<file path="src/rtl/tmds_pkg.sv">
// tmds_pkg: shared TMDS tokens, TERC4 table (TMDS_TERC4_EN) and popcount helper.
package tmds_pkg;
  localparam logic [9:0] RST_TOK = 10'b1101010100;
  localparam logic [9:0] CTRL_TOK [0:3] = '{
    10'b1101010100, 10'b0010101011, 10'b0101010100, 10'b1010101011
  };
`ifdef TMDS_TERC4_EN
  localparam logic [9:0] TERC4 [0:15] = '{
    10'b1010011100, 10'b1001100011, 10'b1011100100, 10'b1011100010,
    10'b0101110001, 10'b0100011110, 10'b0110001110, 10'b0100111100,
    10'b1011001100, 10'b0100111001, 10'b0110011100, 10'b1011000111,
    10'b1010001110, 10'b1001110001, 10'b0101100011, 10'b1011000011
  };
`endif
  function automatic logic [3:0] popcount8(input logic [7:0] v);
    popcount8 = '0;
    for (int i = 0; i < 8; i++) popcount8 = popcount8 + {3'b000, v[i]};
  endfunction
endpackage

</file>
<file path="src/rtl/tmds_encoder_8b10b_qm.sv">
// tmds_qm_stage: transition-minimised q_m plus registered side-band; island/aux under TMDS_TERC4_EN.
module tmds_qm_stage
  import tmds_pkg::*;
(
  input  logic       clk_pix,
  input  logic       rst,
  input  logic       i_de,
  input  logic [7:0] i_data,
  input  logic [1:0] i_ctrl,
`ifdef TMDS_TERC4_EN
  input  logic       i_island,
  input  logic [3:0] i_aux,
  output logic       o_island,
  output logic [3:0] o_aux,
`endif
  output logic [8:0] o_qm,
  output logic [3:0] o_n1q,
  output logic       o_de,
  output logic [1:0] o_ctrl
);
  logic [3:0] w_n1d;
  logic       w_xnor;
  logic [8:0] w_qm;
  assign w_n1d  = popcount8(i_data);
  assign w_xnor = (w_n1d > 4'd4) || (w_n1d == 4'd4 && !i_data[0]);
  always_comb begin
    w_qm    = '0;
    w_qm[0] = i_data[0];
    for (int i = 1; i < 8; i++) w_qm[i] = w_xnor ? ~(w_qm[i-1] ^ i_data[i]) : w_qm[i-1] ^ i_data[i];
    w_qm[8] = ~w_xnor;
  end
  always_ff @(posedge clk_pix) begin
    if (rst) begin
      o_qm   <= '0;
      o_n1q  <= '0;
      o_de   <= 1'b0;
      o_ctrl <= 2'b00;
`ifdef TMDS_TERC4_EN
      o_island <= 1'b0;
      o_aux    <= '0;
`endif
    end else begin
      o_qm   <= w_qm;
      o_n1q  <= popcount8(w_qm[7:0]);
      o_de   <= i_de;
      o_ctrl <= i_ctrl;
`ifdef TMDS_TERC4_EN
      o_island <= i_island;
      o_aux    <= i_aux;
`endif
    end
  end
endmodule

</file>
<file path="src/rtl/tmds_encoder_8b10b.sv">
// tmds_encoder_8b10b: two-stage DVI TMDS channel encoder with running disparity.
// Defining TMDS_TERC4_EN adds island/aux ports for HDMI TERC4 data-island symbols.
module tmds_encoder_8b10b
  import tmds_pkg::*;
#(
  parameter int DISP_W = 5
) (
  input  logic              clk_pix,
  input  logic              rst,
  input  logic              de,
  input  logic [7:0]        data,
  input  logic [1:0]        ctrl,
`ifdef TMDS_TERC4_EN
  input  logic              island,
  input  logic [3:0]        aux,
`endif
  output logic [9:0]        tmds,
  output logic [DISP_W-1:0] disp
);
  logic [8:0]        w_qm;
  logic [3:0]        w_n1q;
  logic              w_de;
  logic [1:0]        w_ctrl;
  logic [DISP_W-1:0] w_diff, w_two, w_cnt;
  logic [9:0]        w_tmds;
  logic              w_pos, w_neg, w_case_a, w_case_b;
  logic [9:0]        r_tmds;
  logic [DISP_W-1:0] r_cnt;
`ifdef TMDS_TERC4_EN
  logic              w_island;
  logic [3:0]        w_aux;
`endif
  tmds_qm_stage u_qm (
    .clk_pix (clk_pix),
    .rst     (rst),
    .i_de    (de),
    .i_data  (data),
    .i_ctrl  (ctrl),
`ifdef TMDS_TERC4_EN
    .i_island(island),
    .i_aux   (aux),
    .o_island(w_island),
    .o_aux   (w_aux),
`endif
    .o_qm    (w_qm),
    .o_n1q   (w_n1q),
    .o_de    (w_de),
    .o_ctrl  (w_ctrl)
  );
  // w_diff = N1q - N0q = 2*N1q - 8; sign tests read the MSB of the two's-complement count
  assign w_diff   = DISP_W'({w_n1q, 1'b0}) - DISP_W'(8);
  assign w_two    = DISP_W'({w_qm[8], 1'b0});
  assign w_pos    = !r_cnt[DISP_W-1] && (r_cnt != '0);
  assign w_neg    = r_cnt[DISP_W-1];
  assign w_case_a = (r_cnt == '0) || (w_n1q == 4'd4);
  assign w_case_b = (w_pos && w_n1q > 4'd4) || (w_neg && w_n1q < 4'd4);
  always_comb begin
    w_tmds = CTRL_TOK[w_ctrl];
    w_cnt  = '0;
`ifdef TMDS_TERC4_EN
    if (w_island) w_tmds = TERC4[w_aux];
`endif
    if (w_de) begin
      if (w_case_a) begin
        w_tmds = {~w_qm[8], w_qm[8], w_qm[8] ? w_qm[7:0] : ~w_qm[7:0]};
        w_cnt  = w_qm[8] ? r_cnt + w_diff : r_cnt - w_diff;
      end else if (w_case_b) begin
        w_tmds = {1'b1, w_qm[8], ~w_qm[7:0]};
        w_cnt  = r_cnt + w_two - w_diff;
      end else begin
        w_tmds = {1'b0, w_qm[8], w_qm[7:0]};
        w_cnt  = r_cnt + w_diff + w_two - DISP_W'(2);
      end
    end
  end
  always_ff @(posedge clk_pix) begin
    if (rst) begin
      r_tmds <= RST_TOK;
      r_cnt  <= '0;
    end else begin
      r_tmds <= w_tmds;
      r_cnt  <= w_cnt;
    end
  end
  assign tmds = r_tmds;
  assign disp = r_cnt;
  a_disp_bound: assert property (@(posedge clk_pix) disable iff (rst)
    $signed(r_cnt) <= $signed(DISP_W'(10)) && $signed(r_cnt) >= $signed(DISP_W'(-10)) && !r_cnt[0]);
endmodule

</file>
<file path="config.mk">
export PLATFORM = sky130hd
export DESIGN_NAME = tmds_encoder_8b10b
export DESIGN_NICKNAME = d
export VERILOG_FILES = /design/src/rtl/tmds_pkg.sv /design/src/rtl/tmds_encoder_8b10b_qm.sv /design/src/rtl/tmds_encoder_8b10b.sv
export SDC_FILE = /design/constraint.sdc
export NUM_CORES = 1
export LEC_CHECK = 0
export ABC_AREA = 1
export CAP_MARGIN = 25
export CORE_MARGIN = 5
export CORE_UTILIZATION = 50
export CTS_CLUSTER_SIZE = 24
export DETAILED_ROUTE_END_ITERATION = 8
export DONT_BUFFER_PORTS = 1
export HOLD_SLACK_MARGIN = 0.05
export SKIP_LAST_GASP = 1
export SLEW_MARGIN = 20
export SYNTH_ARGS = -nofsm -noshare
export SYNTH_HDL_FRONTEND = slang
export SYNTH_SLANG_ARGS = --single-unit
</file>
<file path="constraint.sdc">
create_clock -name clk_pix -period 7.12 [get_ports clk_pix]
set_clock_uncertainty 0.1 [all_clocks]
set_input_delay 0.356 -clock clk_pix [delete_from_list [all_inputs] [get_ports clk_pix]]
set_output_delay 0.356 -clock clk_pix [all_outputs]
set_load 0.02 [all_outputs]
</file>
==> out/summary.md, run 1 <==
After the last flow step, the layout net total stands at 349. The run gives 3260 um as the detailed-placement wirelength estimate. For this run, the leading register cell type out of synthesis is sky130_fd_sc_hd__dfxtp_1.

The worst path required time was 7.23 ns. For this run, the slowest stage of the critical path takes 0.49 ns. In the final routed layout, each cell accounts on average for 11.6 um. Share of flip-flops with an asynchronous set or reset: 0. For the number of different library cells in the post-synthesis netlist, the log shows 26.

The top cell types in the final layout, fill and taps aside, are 82 x sky130_fd_sc_hd__nand2_1, 64 x sky130_fd_sc_hd__inv_1, 30 x sky130_fd_sc_hd__dfxtp_1. The width of the die was 75.7 um. The tools report the number of global-route vias before repair as 1596.

The area of the die is 5740 um^2. The logs give 1.52 ns for the worst setup slack after placement and 2 for the H-tree level count. Across all layers, the routed design uses 1691 vias.

Clock-pin slew was measured on the worst setup and hold paths at 0.06 ns. The run finished with clean final reports. After floorplanning, the core was divided into 24 placement rows. The kind of critical path was input pin to flip-flop. The number of antenna violations at the first check in global routing came out at 0. By instance count, the cell type seen most on the critical path is sky130_fd_sc_hd__fa_1. Walking the worst path, the cells encountered are ha_1, inv_1, fa_1, fa_1, inv_1, fa_1, fa_1, nor2_1, nand2_1, nand2_1, nand2_1, xor2_1, ha_1, inv_1, fa_1, inv_1, fa_1, fa_1, inv_1, fa_1, nor2_1.

For the count of boundary I/O pins, the log shows 28. Setup slack closes at 1.82 ns. The first global-routing pass estimated 7120 um of wire.

The measured slew at the worst slew-check pin works out to 0.558 ns. The tree is rooted in a sky130_fd_sc_hd__clkbuf_8. 0 antenna diodes ended up in the layout.

The relative max-transition margin came out at 0.627. The run gives 0.865 as the placer's final routability congestion estimate. Across the VDD grid, the largest voltage drop is 0.136 mV.

Category of cells accounting for the largest share of critical-path delay: adder cells. The antenna violation net count after detailed routing is 0. The ratio of cells with drive above 1 in the final layout is 0.0559.

The worst setup path is launched from an input pin. Summed over all layers, the global routing overflow is 0. The number of hold-slack violations in the final timing report was 0. Summed over all failing endpoints, the final setup total negative slack is 0 ns. The floorplan step set the die height to 75.7 um. The final clock period utilization by the worst path came out at 0.744. Dividing the detail-routed via count by the number of cells gives 4.75. The analysis attributes to cell leakage a power of 1.26 nW. In the routed design, unresolved DRC markers number 0.

For this run, the top clock speed supported by timing is 189 MHz. Gate count after technology mapping: 298. Together, buffers and inverters on the worst path number 5. TritonCTS built the clock tree. The quantity of gates resized following cts is 0, and the number of filler instances in the final layout is 437. Setup repair after global routing left no endpoint under its margin.

The run gives 0 as the total number of yosys warnings. Counting flops with a built-in enable in the synthesized netlist gives 0. After detailed routing, the total wire length is 4130 um. Counting cells, the worst reg-to-reg path comes to 14. The run gives 0 as the max-cap check violation count. Dividing total power by cell area gives a power density of 393 nW/um^2. The run gives 0.278 as the sequential fraction of the synthesis area. In this run, synthesis produced a sequential element count of 30. The tools report the count of final max-slew check failures as 0. The slowest stage of the critical path is the sky130_fd_sc_hd__fa_1 cell. The clock period could shrink to 5.30 ns. In this run the deepest clock path goes through 2 buffers. Number of I/O port buffers: 0. When the netlist entered floorplanning its net count stood at 344.

The number of clock buffers added by TritonCTS is 5. Commonest non-fill, non-tap cell in the layout: sky130_fd_sc_hd__nand2_1. The worst hold path belongs to the class input pin to flip-flop. Arrival time at the worst endpoint: 5.41 ns. Number of design-rule violations left by the first detailed-router iteration: 69. The area growth from synthesis to layout is 6.83%. The worst hold path passes through 2 cells.

The critical path crosses 21 cells after its start point. STA classifies the critical path endpoint as a flip-flop. After synthesis, the mean cell area works out to 7.25 um^2. The netlist area before placement was 2160 um^2; the first-pass iteration count of the detailed router was 4. The logs give 4260 um^2 for the area of the core and 0.28 ns for the clock network latency to the later pin of the worst-skew pair.

Along the worst path, the maximum fanout reaches 6. The tools report the global-route total usage across every layer as 0.166. The final setup violation count is 0.

The run gives 16 as the maximum number of pins on one net before global-route repair. For the effective utilization at floorplan, the log shows 0.507. The number of clock sinks came out at 30.
## synthesized netlist by cell type, types with 2 or more instances
library cell	instances	area [um^2]
sky130_fd_sc_hd__dfxtp_1	30	601
sky130_fd_sc_hd__nand3_1	16	80.1
sky130_fd_sc_hd__nand2_1	82	308
sky130_fd_sc_hd__o21ai_4	2	32.5
sky130_fd_sc_hd__o21ai_0	5	25.0
sky130_fd_sc_hd__nand2_2	2	12.5
sky130_fd_sc_hd__inv_2	2	7.51
sky130_fd_sc_hd__o211ai_1	3	22.5
sky130_fd_sc_hd__o21ai_1	6	30.0
sky130_fd_sc_hd__nor2_1	26	97.6
sky130_fd_sc_hd__clkbuf_1	2	7.51
sky130_fd_sc_hd__xor2_1	6	52.6
sky130_fd_sc_hd__ha_1	19	238
sky130_fd_sc_hd__a21oi_1	9	45.0
sky130_fd_sc_hd__fa_1	14	280
sky130_fd_sc_hd__inv_1	64	240
## flip-flops by register name (all words and copies together), names as in the netlist
signal,flops
disp,4
tmds,10
u_qm.o_ctrl,2
u_qm.o_de,1
u_qm.o_n1q,4
u_qm.o_qm,9
## worst paths after layout
path | endpoint | from | slack (ns)
setup / recovery | u_qm.o_n1q[1] | data[0] | 1.82
hold / removal | u_qm.o_ctrl[1] | ctrl[1] | 0.07
setup reg to reg | disp[4] | disp[1] | 4.42
hold reg to reg | tmds[6] | u_qm.o_qm[6] | 0.42
## metrics by stage
step | utilization | cells | power, mW | instance area (um^2) | hold WS [ns]
floorplan | - | 298 | 0.670 | 2160 | 0.363
global placement | 0.515 | 346 | 0.759 | 2200 | 0.327
detailed placement | 0.515 | 346 | 0.770 | 2200 | 0.331
CTS | 0.541 | 356 | 0.914 | 2310 | 0.0652
global route | 0.541 | 356 | 1.02 | 2310 | 0.0621
finish | 0.541 | 356 | 0.908 | 2310 | 0.0704
## per-layer routing
metal | track usage | share of wire | vias to the layer above | routed length [um]
li1 | - | - | 894 | -
met1 | 0.218 | 0.51 | 749 | 2090
met2 | 0.256 | 0.42 | 35 | 1720
met3 | 0.0501 | 0.054 | 13 | 224
met4 | 0.0660 | 0.023 | 0 | 93
met5 | 0 | 0 | - | 0
## final cells by class
class | instances | area, um^2 | area share
well taps | 52 | 65.1 | 0.0282
clock buffers | 7 | 86.3 | 0.0374
flip-flops and latches | 30 | 601 | 0.260
repair buffers | 2 | 20.0 | 0.00867
clock inverters | 1 | 5.00 | 0.00217
multi-input cells | 197 | 1270 | 0.552
inverters | 67 | 256 | 0.111
## what timing repair did
action | 4_1_cts | 5_1_grt
hold endpoints to repair | 15 | 0
hold buffers | 2 | 0
buffers inserted | 0 | 0
## power by group
part           switching (mW)  internal, mW  leakage [nW]  total (mW)
Combinational           0.319         0.204         0.958       0.523
Sequential             0.0467         0.199         0.249       0.246
Clock                  0.0616        0.0778        0.0482       0.139
## logic make-up (layout without fill, tap and decap cells)
logic type      after synthesis  count (layout)  share of synthesized area
compound gates               26              26                     0.0747
xor+xnor                      7               7                     0.0284
fa+ha+maj                    33              33                      0.240
buf+inv                      71              77                      0.132
flops                        30              30                      0.278
other cells                   1               1                    0.00174
simple gates                130             130                      0.246
No activity file was read; power rests on OpenSTA's default activity.
==> inputs of run 2 (changes only) <==
Settings changed: PLACE_DENSITY set to 0.68.
Clock period 7.12 ns to 4.44 ns, I/O delays scaled along.
==> run 2 against run 1 <==
  * The run now ends with negative hold slack, negative setup slack left
  * Routed wire length grew 2.7%
  * Sequential share of layout area is 2.2 points lower
  * Via count is 4.9% higher
  * Clock power increased by 43%
  * Flip-flop and latch count unchanged
  * Cell area is 9.1% higher
  * Sequential power up 59%
  * Clock-buffer cell count stayed put
  * Critical path type unchanged
==> out/summary.md, run 2 (synthesis gave the netlist of run 1 again) <==
The tools report the wire length of the first global-routing pass as 7300 um (+2.5%). Number of clock sinks: 30 (unchanged). The area of the core was 4260 um^2 (unchanged); the worst hold-check slack was -0.0924 ns (-0.163 ns). The logs give 3 (+3) for the number of hold-slack violations in the final timing report and 2 (unchanged) for the H-tree level count. The number of core rows came out at 24 (unchanged). The maximum fanout count along the critical path was 2 (-4). Overall routed net length: 4240 um (+2.7%).

The flow ran to the end, but the final reports show violations. The cell that appears most often on the critical path is sky130_fd_sc_hd__fa_1. In this run the critical register-to-register path is launched from disp[1].

Internal power of the cells: 827 uW (+72%). The endpoint class of the critical path is a flip-flop. The switching share of total power came out at 0.459 (-0.0114). Among cell families on the critical path, the largest total delay comes from adder cells. The tools report the number of CTS-inserted buffers as 5 (unchanged). The tools report the terminus of the critical flop-to-flop path as disp[4]. TritonCTS built the clock tree. DRC violation count after routing: 0 (unchanged).

The routing layer with the top usage in global route was met2. The total placed cells including tap cells is 352 (+1.7%), and the reported net switching power is 701 uW (+64%). The fraction of power consumed by combinational cells is 0.614 (+0.038), and the largest incremental delay on the critical path is 0.51 ns (+0.02 ns).

Traced cell by cell, the critical path runs through ha_4, inv_2, fa_1, fa_1, inv_2, fa_2, fa_1, nor2_1, nand2_1, nand2_1, nand2_2, xor2_2, ha_1, inv_1, fa_1, inv_1, fa_1, fa_2, inv_2, fa_2, nor2_1. The measured slew at the worst slew-check pin was 0.546 ns (-0.0120 ns). The worst setup slack after placement came out at -0.675 ns (-2.20 ns).

The cell sitting at the root of the clock tree is a sky130_fd_sc_hd__clkbuf_8. Kind of launch point of the worst setup path: an input pin. The number of instances on the worst hold path is 1 (-1), and the number of buffers between clock root and the deepest sink is 2 (unchanged). The detailed-placement wirelength estimate came out at 3250 um (-0.28%).

Leaving out fill and tap cells, the most frequent cells in the layout are 81 x sky130_fd_sc_hd__nand2_1, 61 x sky130_fd_sc_hd__inv_1, 30 x sky130_fd_sc_hd__dfxtp_1. Minimum clock period after layout: 4.83 ns. The path depth of the worst reg2reg path was 14 (unchanged); the total via count after detailed routing was 1774 (+4.9%). The antenna violation net count after detailed routing is 0 (unchanged), and the number of global-route vias before repair is 1644 (+3.0%). The number of filler instances in the final layout is 392 (-10%). The count of final max-slew check failures was 0 (unchanged); the buffers plus inverters on the worst setup path was 5 (unchanged). Effective utilization at floorplan: 0.507 (unchanged). The final layout net count came out at 371 (+6.3%). The library cell used most frequently in the layout, excluding fill and tap cells, is sky130_fd_sc_hd__nand2_1. The run gives 207 MHz as the maximum clock frequency.

The critical path depth was 21 (unchanged). For the flop-to-flop setup slack, the log shows 1.72 ns (-2.70 ns). The tools report the clock network latency to the later pin of the worst-skew pair as 0.28 ns (about the same). Final clock period utilization by the worst path: 1.09.

The tools report the first-pass iteration count of the detailed router as 4 (unchanged). The slowest stage of the critical path is the sky130_fd_sc_hd__fa_1 cell. The ratio of cells with drive above 1 in the final layout works out to 0.105 (+0.0487). The tools report the relative max-transition margin as 0.636 (+0.00920). The run gives 0 (unchanged) as the max-cap check violation count. The path with the worst hold slack has its endpoint at u_qm.o_n1q[1].

The logs give 0.215 (-0.00271) for the met1 layer usage reported by global route and 1.36 nW (+8.1%) for the static power due to leakage. The detailed-route wire length per cell came out at 11.2 um (-3.0%). Relative to the synthesized area, the layout overhead comes to 16.6%. The largest vdd supply drop came out at 0.250 mV (+84%). The final setup violation count was 4 (+4); the global routing met3 resource utilization was 0.0501 (unchanged). The worst path required time was 4.56 ns (-2.67 ns); the hold buffer count at CTS was 14 (+12). The run gives 0.891 (+3.0%) as the placer's final routability congestion estimate.

The worst hold path begins at rst. The run gives 28 (unchanged) as the count of boundary I/O pins. The tools report the residual overflow from global routing as 0 (unchanged). The area of the die is 5740 um^2 (unchanged).

The number of I/O port buffers is 0 (unchanged), and the global-route total usage across every layer is 0.169 (+0.00232). The setup slack after layout is -0.385 ns (-2.21 ns), and the utilization of the core after routing is 0.591 (+0.0493). The logs give 68 (-1.4%) for the number of design-rule violations left by the first detailed-router iteration and 0 (unchanged) for the number of antenna violations at the first check in global routing.

Kind of critical path: input pin to flip-flop. The total power per unit cell area was 606 nW/um^2 (+54%); the number of antenna cells inserted was 0 (unchanged). Setup repair after global routing could not meet its margin everywhere. The checks that failed: negative hold slack, negative setup slack. The flip-flop count of the largest register, all copies and words added is 10 (unchanged). The maximum number of pins on one net before global-route repair was 20 (+4).

Type of the most critical hold path: input pin to flip-flop. The arrival time at the worst endpoint came out at 4.94 ns (-0.47 ns). For the sum of negative setup slack, the log shows -0.855 ns (-0.855 ns).

The fraction of power consumed by the clock network is 0.130 (-0.023). Total design power: 1.53 mW (+68%). The run gives 377 (+5.9%) as the post-route non-filler standard cell count.

The register share of total power was 0.256 (-0.014); the detailed-route vias per instance was 4.71 (-0.94%). The clock transition at the registers of the reported paths was 0.06 ns (about the same); the met2 capacity usage during global routing was 0.277 (+0.0209). The width of the die is 75.7 um (unchanged).

The height of the die was 75.7 um (unchanged).
[run 2: changes by cell type in the layout (fill, tap and decap cells not counted), moves of 3 or more]
cell                            change
sky130_fd_sc_hd__inv_2              +3
sky130_fd_sc_hd__fa_2               +3
sky130_fd_sc_hd__fa_1               -3
sky130_fd_sc_hd__inv_1              -3
sky130_fd_sc_hd__dlygate4sd3_1     +12
sky130_fd_sc_hd__buf_4             +10
[run 2: per-stage QoR]
| step | cell area (um^2) | hold WS [ns] |
|---|---|---|
| 3_3_place_gp | 2260 | 0.192 |
| 2_1_floorplan | 2180 | 0.229 |
| 3_5_place_dp | 2260 | 0.194 |
| 5_1_grt | 2520 | -0.0996 |
| 4_1_cts | 2490 | -0.102 |
| 6_report | 2520 | -0.0924 |
[run 2: final cells by class]
| cell class | count | area (um^2) | share of cell area |
|---|---|---|---|
| multi-input cells | 197 | 1310 | 0.518 |
| inverters | 67 | 256 | 0.102 |
| well taps | 52 | 65.1 | 0.0258 |
| flip-flops and latches | 30 | 601 | 0.238 |
| clock buffers | 7 | 76.3 | 0.0303 |
| repair buffers | 24 | 215 | 0.0854 |
[run 2: timing repair]
| item | CTS | global route |
|---|---|---|
| endpoints found under the hold margin | 18 | 3 |
| pin swaps | 0 | 2 |
| setup buffers | 2 | 2 |
| endpoints found under the setup margin | 4 | 4 |
| resized for setup | 0 | 4 |
[run 2: how the worst max path moves through the flow]
stage	from	to	slack [ns]
6_report	data[1]	u_qm.o_n1q[1]	-0.39
4_1_cts	data[1]	u_qm.o_n1q[1]	-0.39
2_1_floorplan	data[1]	u_qm.o_n1q[1]	-0.59
3_5_place_dp	data[1]	u_qm.o_n1q[1]	-0.68
5_1_grt	data[1]	u_qm.o_n1q[1]	-0.64
3_3_place_gp	data[1]	u_qm.o_n1q[1]	-0.59
[run 2: per-layer routing]
metal | share of wire | up-vias
li1 | - | 939
met1 | 0.44 | 786
met2 | 0.48 | 44
met3 | 0.068 | 5
met4 | 0.014 | 0
met5 | 0 | -
[run 2: power by group through the flow]
stage	combinational, mW	clock [mW]	sequential, mW
2_1_floorplan	0.701	0	0.381
5_1_grt	1.09	0.217	0.400
4_1_cts	0.911	0.202	0.392
3_3_place_gp	0.839	0	0.397
3_5_place_dp	0.870	0	0.397
6_report	0.938	0.199	0.391
